<file path="config.mk">
export PLATFORM = sky130hd
export DESIGN_NAME = eeg_aram_rd_agu_flat
export DESIGN_NICKNAME = d
export VERILOG_FILES = /design/src/rtl/eeg_aram_rd_agu_if.sv /design/src/rtl/eeg_aram_rd_agu.sv /design/src/flat_wrapper.sv
export SDC_FILE = /design/constraint.sdc
export NUM_CORES = 1
export LEC_CHECK = 0
export ABC_CLOCK_PERIOD_IN_PS = 2200
export CAP_MARGIN = 15
export CORE_MARGIN = 2
export CORE_UTILIZATION = 49
export DETAILED_ROUTE_END_ITERATION = 12
export PLACE_DENSITY = 0.76
export SLEW_MARGIN = 20
export SYNTH_ARGS = -nofsm -noshare
export SYNTH_HDL_FRONTEND = slang
export SYNTH_SLANG_ARGS = --single-unit
</file>
<file path="constraint.sdc">
create_clock -name clk -period 2.2 [get_ports clk]
set_clock_uncertainty 0.1 [all_clocks]
set_input_delay 0.22 -clock clk [delete_from_list [all_inputs] [get_ports clk]]
set_output_delay 0.22 -clock clk [all_outputs]
set_load 0.02 [all_outputs]
</file>
<file path="src/rtl/eeg_aram_rd_agu_if.sv">
`default_nettype none
// ============================================================================
//  Module      : eeg_aram_rd_agu_if
//  Description : Bus bundle for the ARAM read-side AGU. It carries the window
//                configuration, the ARAM read-address and read-data channels,
//                and the output channel to the PE.
//  Revision    : 1.0  initial release
// ============================================================================
interface eeg_aram_rd_agu_if #(
  parameter int ADD_AW = 12,
  parameter int DAT_DW = 8,
  parameter int CNT_DW = 8
) ();

  // Configuration channel
  logic              CFG_INFO_VLD;
  logic              CFG_INFO_RDY;
  logic [ADD_AW-1:0] CFG_BASE_ADD;
  logic [CNT_DW-1:0] CFG_ROW_NUM;
  logic [CNT_DW-1:0] CFG_COL_NUM;
  logic [ADD_AW-1:0] CFG_ROW_STR;

  // ARAM read-address channel
  logic              ARAM_ADD_VLD;
  logic              ARAM_ADD_LST;
  logic              ARAM_ADD_RDY;
  logic [ADD_AW-1:0] ARAM_ADD_ADD;

  // ARAM read-data channel
  logic              ARAM_DAT_VLD;
  logic              ARAM_DAT_LST;
  logic              ARAM_DAT_RDY;
  logic [DAT_DW-1:0] ARAM_DAT_DAT;

  // Output channel to the PE
  logic              OUT_DAT_VLD;
  logic              OUT_DAT_LST;
  logic              OUT_DAT_RDY;
  logic [DAT_DW-1:0] OUT_DAT_DAT;

  // AGU side of the bundle
  modport master (
    input  CFG_INFO_VLD, CFG_BASE_ADD, CFG_ROW_NUM, CFG_COL_NUM, CFG_ROW_STR,
    output CFG_INFO_RDY,
    output ARAM_ADD_VLD, ARAM_ADD_LST, ARAM_ADD_ADD,
    input  ARAM_ADD_RDY,
    input  ARAM_DAT_VLD, ARAM_DAT_LST, ARAM_DAT_DAT,
    output ARAM_DAT_RDY,
    output OUT_DAT_VLD, OUT_DAT_LST, OUT_DAT_DAT,
    input  OUT_DAT_RDY
  );

  // Environment side: configuration source, ARAM and PE
  modport slave (
    output CFG_INFO_VLD, CFG_BASE_ADD, CFG_ROW_NUM, CFG_COL_NUM, CFG_ROW_STR,
    input  CFG_INFO_RDY,
    input  ARAM_ADD_VLD, ARAM_ADD_LST, ARAM_ADD_ADD,
    output ARAM_ADD_RDY,
    output ARAM_DAT_VLD, ARAM_DAT_LST, ARAM_DAT_DAT,
    input  ARAM_DAT_RDY,
    input  OUT_DAT_VLD, OUT_DAT_LST, OUT_DAT_DAT,
    output OUT_DAT_RDY
  );

endinterface
`default_nettype wire

</file>
<file path="src/rtl/eeg_aram_rd_agu.sv">
`default_nettype none
// ============================================================================
//  Module      : eeg_aram_rd_agu
//  Description : Read-side address generator for one ARAM bank. It walks a
//                2-D window in row-major order, credit-limits the outstanding
//                reads to the output FIFO depth, and buffers the returned
//                data in a FWFT FIFO for the PE.
//  Revision    : 1.0  initial release
// ============================================================================
module eeg_aram_rd_agu #(
  parameter int ADD_AW     = 12,
  parameter int DAT_DW     = 8,
  parameter int CNT_DW     = 8,
  parameter int FIFO_DEPTH = 4
) (
  input  wire logic          clk,
  input  wire logic          rst,
  eeg_aram_rd_agu_if.master  bus,
  output logic               IS_IDLE,
  output logic               ERR_OVF
);

  localparam int PTR_W = $clog2(FIFO_DEPTH);
  localparam int CRD_W = PTR_W + 1;
  localparam int ENT_W = DAT_DW + 1;

  typedef enum logic [1:0] {
    ST_IDLE  = 2'd0,
    ST_RUN   = 2'd1,
    ST_DRAIN = 2'd2
  } state_t;

  state_t            state;
  logic [ADD_AW-1:0] row_str;
  logic [ADD_AW-1:0] row_base;
  logic [CNT_DW-1:0] row_num;
  logic [CNT_DW-1:0] col_num;
  logic [CNT_DW-1:0] row_cnt;
  logic [CNT_DW-1:0] col_cnt;
  logic [CRD_W-1:0]  credit;

  logic [ENT_W-1:0]  fifo_mem [FIFO_DEPTH];
  logic [PTR_W-1:0]  wr_ptr;
  logic [PTR_W-1:0]  rd_ptr;
  logic [CRD_W-1:0]  fifo_cnt;
  logic              ovf_flag;

  logic              cfg_hs;
  logic              add_vld;
  logic              add_lst;
  logic              add_hs;
  logic              col_end;
  logic              row_end;
  logic              push;
  logic              wr_en;
  logic              ovf_evt;
  logic              fifo_full;
  logic              out_vld;
  logic              out_lst;
  logic              pop;
  logic [ENT_W-1:0]  head;

  // Handshakes and address-walk decode
  assign cfg_hs   = bus.CFG_INFO_VLD && (state == ST_IDLE);
  assign add_vld  = (state == ST_RUN) && (credit < CRD_W'(FIFO_DEPTH));
  assign col_end  = (col_cnt == col_num);
  assign row_end  = (row_cnt == row_num);
  assign add_lst  = (state == ST_RUN) && col_end && row_end;
  assign add_hs   = add_vld && bus.ARAM_ADD_RDY;

  // FIFO decode; a push into a full FIFO is only kept if a pop frees a slot
  assign fifo_full = (fifo_cnt == CRD_W'(FIFO_DEPTH));
  assign out_vld   = (fifo_cnt != '0);
  assign head      = fifo_mem[rd_ptr];
  assign out_lst   = out_vld && head[DAT_DW];
  assign pop       = out_vld && bus.OUT_DAT_RDY;
  assign push      = bus.ARAM_DAT_VLD && bus.ARAM_DAT_RDY;
  assign wr_en     = push && (!fifo_full || pop);
  assign ovf_evt   = push && fifo_full && !pop;

  // Output drive
  assign bus.CFG_INFO_RDY = (state == ST_IDLE);
  assign bus.ARAM_ADD_VLD = add_vld;
  assign bus.ARAM_ADD_LST = add_lst;
  assign bus.ARAM_ADD_ADD = row_base + ADD_AW'(col_cnt);
  assign bus.ARAM_DAT_RDY = !rst;
  assign bus.OUT_DAT_VLD  = out_vld;
  assign bus.OUT_DAT_LST  = out_lst;
  assign bus.OUT_DAT_DAT  = out_vld ? head[DAT_DW-1:0] : '0;
  assign IS_IDLE          = (state == ST_IDLE);
  assign ERR_OVF          = ovf_flag;

  // Window FSM, address counters and read credit
  always_ff @(posedge clk) begin
    if (rst) begin
      state    <= ST_IDLE;
      row_str  <= '0;
      row_base <= '0;
      row_num  <= '0;
      col_num  <= '0;
      row_cnt  <= '0;
      col_cnt  <= '0;
      credit   <= '0;
    end else begin
      case (state)
        ST_IDLE: begin
          if (cfg_hs) begin
            row_base <= bus.CFG_BASE_ADD;
            row_str  <= bus.CFG_ROW_STR;
            row_num  <= bus.CFG_ROW_NUM;
            col_num  <= bus.CFG_COL_NUM;
            row_cnt  <= '0;
            col_cnt  <= '0;
            state    <= ST_RUN;
          end
        end
        ST_RUN: begin
          if (add_hs) begin
            if (col_end) begin
              col_cnt  <= '0;
              row_cnt  <= row_cnt + 1'b1;
              row_base <= row_base + row_str;
            end else begin
              col_cnt  <= col_cnt + 1'b1;
            end
            if (add_lst) begin
              state <= ST_DRAIN;
            end
          end
        end
        ST_DRAIN: begin
          if (pop && out_lst) begin
            state <= ST_IDLE;
          end
        end
        default: state <= ST_IDLE;
      endcase

      // Credit tracks reads issued but not yet consumed by the PE
      if (add_hs && !pop) begin
        credit <= credit + 1'b1;
      end else if (!add_hs && pop && (credit != '0)) begin
        credit <= credit - 1'b1;
      end
    end
  end

  // FIFO storage; contents need no reset because the head is masked when empty
  always_ff @(posedge clk) begin
    if (wr_en) begin
      fifo_mem[wr_ptr] <= {bus.ARAM_DAT_LST, bus.ARAM_DAT_DAT};
    end
  end

  // FIFO pointers, occupancy and sticky overflow flag
  always_ff @(posedge clk) begin
    if (rst) begin
      wr_ptr   <= '0;
      rd_ptr   <= '0;
      fifo_cnt <= '0;
      ovf_flag <= 1'b0;
    end else begin
      if (wr_en) begin
        wr_ptr <= wr_ptr + 1'b1;
      end
      if (pop) begin
        rd_ptr <= rd_ptr + 1'b1;
      end
      if (wr_en && !pop) begin
        fifo_cnt <= fifo_cnt + 1'b1;
      end else if (!wr_en && pop) begin
        fifo_cnt <= fifo_cnt - 1'b1;
      end
      // An overflow in the same cycle as a new config still gets reported
      if (ovf_evt) begin
        ovf_flag <= 1'b1;
      end else if (cfg_hs) begin
        ovf_flag <= 1'b0;
      end
    end
  end

endmodule
`default_nettype wire

</file>
<file path="src/flat_wrapper.sv">
// flat-port wrapper written by rule: the top's interface ports become plain ports
module eeg_aram_rd_agu_flat 
#(
  parameter int ADD_AW     = 12,
  parameter int DAT_DW     = 8,
  parameter int CNT_DW     = 8,
  parameter int FIFO_DEPTH = 4
)
  (clk, rst, IS_IDLE, ERR_OVF, bus_CFG_INFO_VLD, bus_CFG_BASE_ADD, bus_CFG_ROW_NUM, bus_CFG_COL_NUM, bus_CFG_ROW_STR, bus_CFG_INFO_RDY, bus_ARAM_ADD_VLD, bus_ARAM_ADD_LST, bus_ARAM_ADD_ADD, bus_ARAM_ADD_RDY, bus_ARAM_DAT_VLD, bus_ARAM_DAT_LST, bus_ARAM_DAT_DAT, bus_ARAM_DAT_RDY, bus_OUT_DAT_VLD, bus_OUT_DAT_LST, bus_OUT_DAT_DAT, bus_OUT_DAT_RDY);
  eeg_aram_rd_agu_if #(.ADD_AW(ADD_AW), .DAT_DW(DAT_DW), .CNT_DW(CNT_DW)) bus_i ();
  input  wire logic clk;
  input  wire logic rst;
  output logic IS_IDLE;
  output logic ERR_OVF;
  input wire logic [$bits(bus_i.CFG_INFO_VLD)-1:0] bus_CFG_INFO_VLD;
  input wire logic [$bits(bus_i.CFG_BASE_ADD)-1:0] bus_CFG_BASE_ADD;
  input wire logic [$bits(bus_i.CFG_ROW_NUM)-1:0] bus_CFG_ROW_NUM;
  input wire logic [$bits(bus_i.CFG_COL_NUM)-1:0] bus_CFG_COL_NUM;
  input wire logic [$bits(bus_i.CFG_ROW_STR)-1:0] bus_CFG_ROW_STR;
  output wire logic [$bits(bus_i.CFG_INFO_RDY)-1:0] bus_CFG_INFO_RDY;
  output wire logic [$bits(bus_i.ARAM_ADD_VLD)-1:0] bus_ARAM_ADD_VLD;
  output wire logic [$bits(bus_i.ARAM_ADD_LST)-1:0] bus_ARAM_ADD_LST;
  output wire logic [$bits(bus_i.ARAM_ADD_ADD)-1:0] bus_ARAM_ADD_ADD;
  input wire logic [$bits(bus_i.ARAM_ADD_RDY)-1:0] bus_ARAM_ADD_RDY;
  input wire logic [$bits(bus_i.ARAM_DAT_VLD)-1:0] bus_ARAM_DAT_VLD;
  input wire logic [$bits(bus_i.ARAM_DAT_LST)-1:0] bus_ARAM_DAT_LST;
  input wire logic [$bits(bus_i.ARAM_DAT_DAT)-1:0] bus_ARAM_DAT_DAT;
  output wire logic [$bits(bus_i.ARAM_DAT_RDY)-1:0] bus_ARAM_DAT_RDY;
  output wire logic [$bits(bus_i.OUT_DAT_VLD)-1:0] bus_OUT_DAT_VLD;
  output wire logic [$bits(bus_i.OUT_DAT_LST)-1:0] bus_OUT_DAT_LST;
  output wire logic [$bits(bus_i.OUT_DAT_DAT)-1:0] bus_OUT_DAT_DAT;
  input wire logic [$bits(bus_i.OUT_DAT_RDY)-1:0] bus_OUT_DAT_RDY;
  assign bus_i.CFG_INFO_VLD = bus_CFG_INFO_VLD;
  assign bus_i.CFG_BASE_ADD = bus_CFG_BASE_ADD;
  assign bus_i.CFG_ROW_NUM = bus_CFG_ROW_NUM;
  assign bus_i.CFG_COL_NUM = bus_CFG_COL_NUM;
  assign bus_i.CFG_ROW_STR = bus_CFG_ROW_STR;
  assign bus_CFG_INFO_RDY = bus_i.CFG_INFO_RDY;
  assign bus_ARAM_ADD_VLD = bus_i.ARAM_ADD_VLD;
  assign bus_ARAM_ADD_LST = bus_i.ARAM_ADD_LST;
  assign bus_ARAM_ADD_ADD = bus_i.ARAM_ADD_ADD;
  assign bus_i.ARAM_ADD_RDY = bus_ARAM_ADD_RDY;
  assign bus_i.ARAM_DAT_VLD = bus_ARAM_DAT_VLD;
  assign bus_i.ARAM_DAT_LST = bus_ARAM_DAT_LST;
  assign bus_i.ARAM_DAT_DAT = bus_ARAM_DAT_DAT;
  assign bus_ARAM_DAT_RDY = bus_i.ARAM_DAT_RDY;
  assign bus_OUT_DAT_VLD = bus_i.OUT_DAT_VLD;
  assign bus_OUT_DAT_LST = bus_i.OUT_DAT_LST;
  assign bus_OUT_DAT_DAT = bus_i.OUT_DAT_DAT;
  assign bus_i.OUT_DAT_RDY = bus_OUT_DAT_RDY;
  eeg_aram_rd_agu #(.ADD_AW(ADD_AW), .DAT_DW(DAT_DW), .CNT_DW(CNT_DW), .FIFO_DEPTH(FIFO_DEPTH)) u_core (.clk(clk), .rst(rst), .bus(bus_i), .IS_IDLE(IS_IDLE), .ERR_OVF(ERR_OVF));
endmodule
</file>
==> impl_metrics.toml <==
[outcome]
outcome = "complete, but fails checks"
violations = "setup timing"

[global_route]
grt_pass1_wl_um = 20900
grt_usage_pct = 22.7
antenna_found_initial = 0
grt.overflow.total = 0
grt_max_degree = 43
first_global_vias = 4470

[power]
power_density_mw_per_mm2 = 752
totalPowerFinal_w = 0.00552
p_leak_nw = 2.91
peakVddDrop_v = 0.000465

[cells_and_area]
fillers = 838
final_layout_size_suffix_gt1_share_pct = 25.3
nets = 784
area_growth_pct = 35.4
diodes = 0
final_util_pct = 67.8

[timing]
rsz0062_at_grt = "yes"
post-route-period-util_pct = 132
setup_slack_ns = -0.704
max_clock_freq_mhz = 344
slew_headroom_pct = 66.1
slew_violations = 0
finalHoldViolations = 0
worstMarginPinSlew_ns = 0.507
fin_crit_ns = 2.90
setup_viol = 12

[logic_synthesis]
synth_common_cells = "90 x nand2_1, 71 x dfxtp_1, 46 x a21oi_1"
netlist_instances = 555
postSynth.topFlopCell = "dfxtp_1"
syn_area_per_cell_um2 = 9.77
ys_seq_elements = 107
ys_types = 61
synth_top_area_share_pct = 26.2
yosys_warnings = 0
ys_seq_area_share_pct = 46.1
async_flop_share_pct = 0
synthMostInstantiatedCell = "nand2_1"
yosys.area.top_type = "dfxtp_1"
syn-num-nets = 640
netlist_area_mm2 = 0.00542
synth_edf_count = 36
yosys-top-cells-area = "dfxtp_1 26%, edfxtp_1 20%, nand2_1 6.2%, ha_1 6.0%, a21oi_1 4.2%"

[clocking]
cts_max_level = 3
clk_pin_slew_worst_paths_ns = 0.11
cts.sinks = 107
cts_buffer_depth = 2
cts_made_buffers = 9
cts_tree = "built"
cts_root_buf = "clkbuf_8"
insertion_delay_ns = 0.40
postCtsHoldBufs = 0

[setup_path]
crit_fanout = 2
crit_path_start = "u_core.col_cnt[0]$_SDFFE_PP0P_"
rrSetupSlack_ns = -0.08
slowest_stage = "dfxtp_4"
reg2reg_to = "u_core.row_base[8]$_SDFFE_PP0P_"
critPathKind = "reg -> out"
cp.arrival_ns = 2.58
reg2reg_from = "u_core.row_base[1]$_SDFFE_PP0P_"
end_kind = "primary output"
crit_path_end = "bus_ARAM_ADD_ADD[8]"
crit_path_max_incr_delay_ns = 0.37
cp_cell_sequence = "ha_4 > fa_2 > a21o_1 > a211oi_2 > nor2_1 > o41ai_2 > buf_4 > xnor2_2 > buf_4"
crit_top_cell = "buf_4"
cp_data_required_time_ns = 1.88
ff2ff_path_depth = 12
start_kind = "flop"

[routing]
vias = 4668
antenna_left = 0
dr.pass1.iters = 4
drt_iter0_drc = 304
drc = 0
wire_per_inst_um = 16.3
wl_um = 13800
via_per_inst = 5.53

[place]
gp_congestion = 0.857
dp_hpwl_um = 9380
io_buffers = 82

[floorplan]
boundaryPins = 83
die_w_um = 109
die-area_mm2 = 0.0119
core_area_mm2 = 0.0108
start_util_pct = 50.0
std_cell_rows = 38
die_h_um = 109

[hold_path]
hold_class = "in -> reg"

[flow_run]
maxCapViolations = 0
-- report_power, final --
group	internal (W)	total (W)	switching, W	leakage [nW]
clock network	0.000445	0.00120	0.000755	0.0961
logic	0.000978	0.00197	0.000991	1.91
registers	0.00222	0.00235	0.000136	0.913
-- critical path: cells and delay by family, from the launching register on --
| kind | cells | cell delay (ns) |
|---|---|---|
| adders and majority gates | 2 | 0.52 |
| xor gates and xnor gates | 1 | 0.10 |
| buffers and inverters | 2 | 0.35 |
| and+or+nand+nor | 1 | 0.09 |
| DFF | 1 | 0.37 |
| AOI/OAI and AO/OA | 3 | 0.78 |
-- kinds of logic after synthesis --
kind of cell,count (synthesis),share of synthesized area [%]
AO/OA/AOI/OAI,111,12.9
AND/OR/NAND/NOR,208,18.0
flip-flops,107,46.1
buffers and inverters,37,2.93
XOR/XNOR,46,7.43
adder cells (fa/ha/maj),30,7.47
multiplexers,16,5.14
-- metrics by stage --
stage | hold WS (ns) | setup WS, ns | instance area, um^2 | TNS [ns] | cells
2_1_floorplan | 0.219 | -0.165 | 5480 | -0.250 | 555
5_1_grt | 0.280 | -0.807 | 7340 | -5.62 | 844
3_5_place_dp | 0.354 | -0.705 | 6840 | -4.68 | 813
3_3_place_gp | 0.350 | -0.674 | 6840 | -4.28 | 813
4_1_cts | 0.261 | -0.711 | 7150 | -4.34 | 834
6_report | 0.263 | -0.704 | 7340 | -3.52 | 844
-- how the worst min path moves through the flow --
stage                                   startpoint                              end  slack (ns)  cells after the start
global placement    u_core.row_str[6]$_SDFFE_PP0P_   u_core.row_str[6]$_SDFFE_PP0P_        0.35                      2
CTS                             bus_CFG_ROW_NUM[5]   u_core.row_num[5]$_SDFFE_PP0P_        0.26                      3
floorplan                      bus_ARAM_DAT_DAT[0]  u_core.fifo_mem[0][0]$_DFFE_PP_        0.22                      0
finish                          bus_CFG_ROW_NUM[4]   u_core.row_num[4]$_SDFFE_PP0P_        0.26                      3
global route                    bus_CFG_ROW_NUM[5]   u_core.row_num[5]$_SDFFE_PP0P_        0.28                      3
detailed placement  u_core.row_str[3]$_SDFFE_PP0P_   u_core.row_str[3]$_SDFFE_PP0P_        0.35                      2
-- cell usage in the layout, fill, tap and decap left out, drive strengths merged, types with 5 or more instances in the layout --
master,n
a31oi,6
buf,86
mux4,9
nor2,44
a21oi,47
clkbuf,19
ha,26
xor2,21
mux2i,5
nor3,17
clkdlybuf4s50,59
edfxtp,36
or3,5
inv,16
nand4,5
and2,15
nand2,91
nand3,7
xnor2,25
dfxtp,71
a211oi,8
o21ai,18
nand2b,5
-- registers in the layout (all words and copies together) (netlist names), named ones only --
register,cells
u_core.fifo_mem,36
u_core.row_base,12
u_core.ERR_OVF,1
u_core.col_cnt,8
u_core.row_num,8
u_core.col_num,8
u_core.fifo_cnt,3
u_core.row_cnt,8
u_core.row_str,12
u_core.rd_ptr,2
u_core.wr_ptr,2
u_core.credit,3
u_core.state,2
-- what timing repair did --
action                                  in CTS  in global routing
gates cloned                                 0                  2
buffers inserted                             5                  8
endpoints found under the hold margin        0                  0
pin swaps                                   22                 24
endpoints found under the setup margin      25                 35
gates resized for setup                     85                 49
-- layout make-up --
cell class                      instances  area, um^2  area share, %
Timing Repair Buffer                  160        1440           19.5
Clock inverter                          6        57.6          0.784
Inverter                               10        40.0          0.545
Tap cell                              140         175           2.39
Multi-Input combinational cell        411        2990           40.7
Clock buffer                           10         128           1.74
Sequential cell                       107        2520           34.3
-- routing by layer --
layer	share of wire, %	global-route usage (%)	up-vias
li1	-	-	2251
met1	42	29.7	2222
met2	49	38.2	164
met3	5.8	3.41	31
met4	2.7	8.41	0
met5	0	0	-
Note: power is estimated with default switching activity, not from simulation.
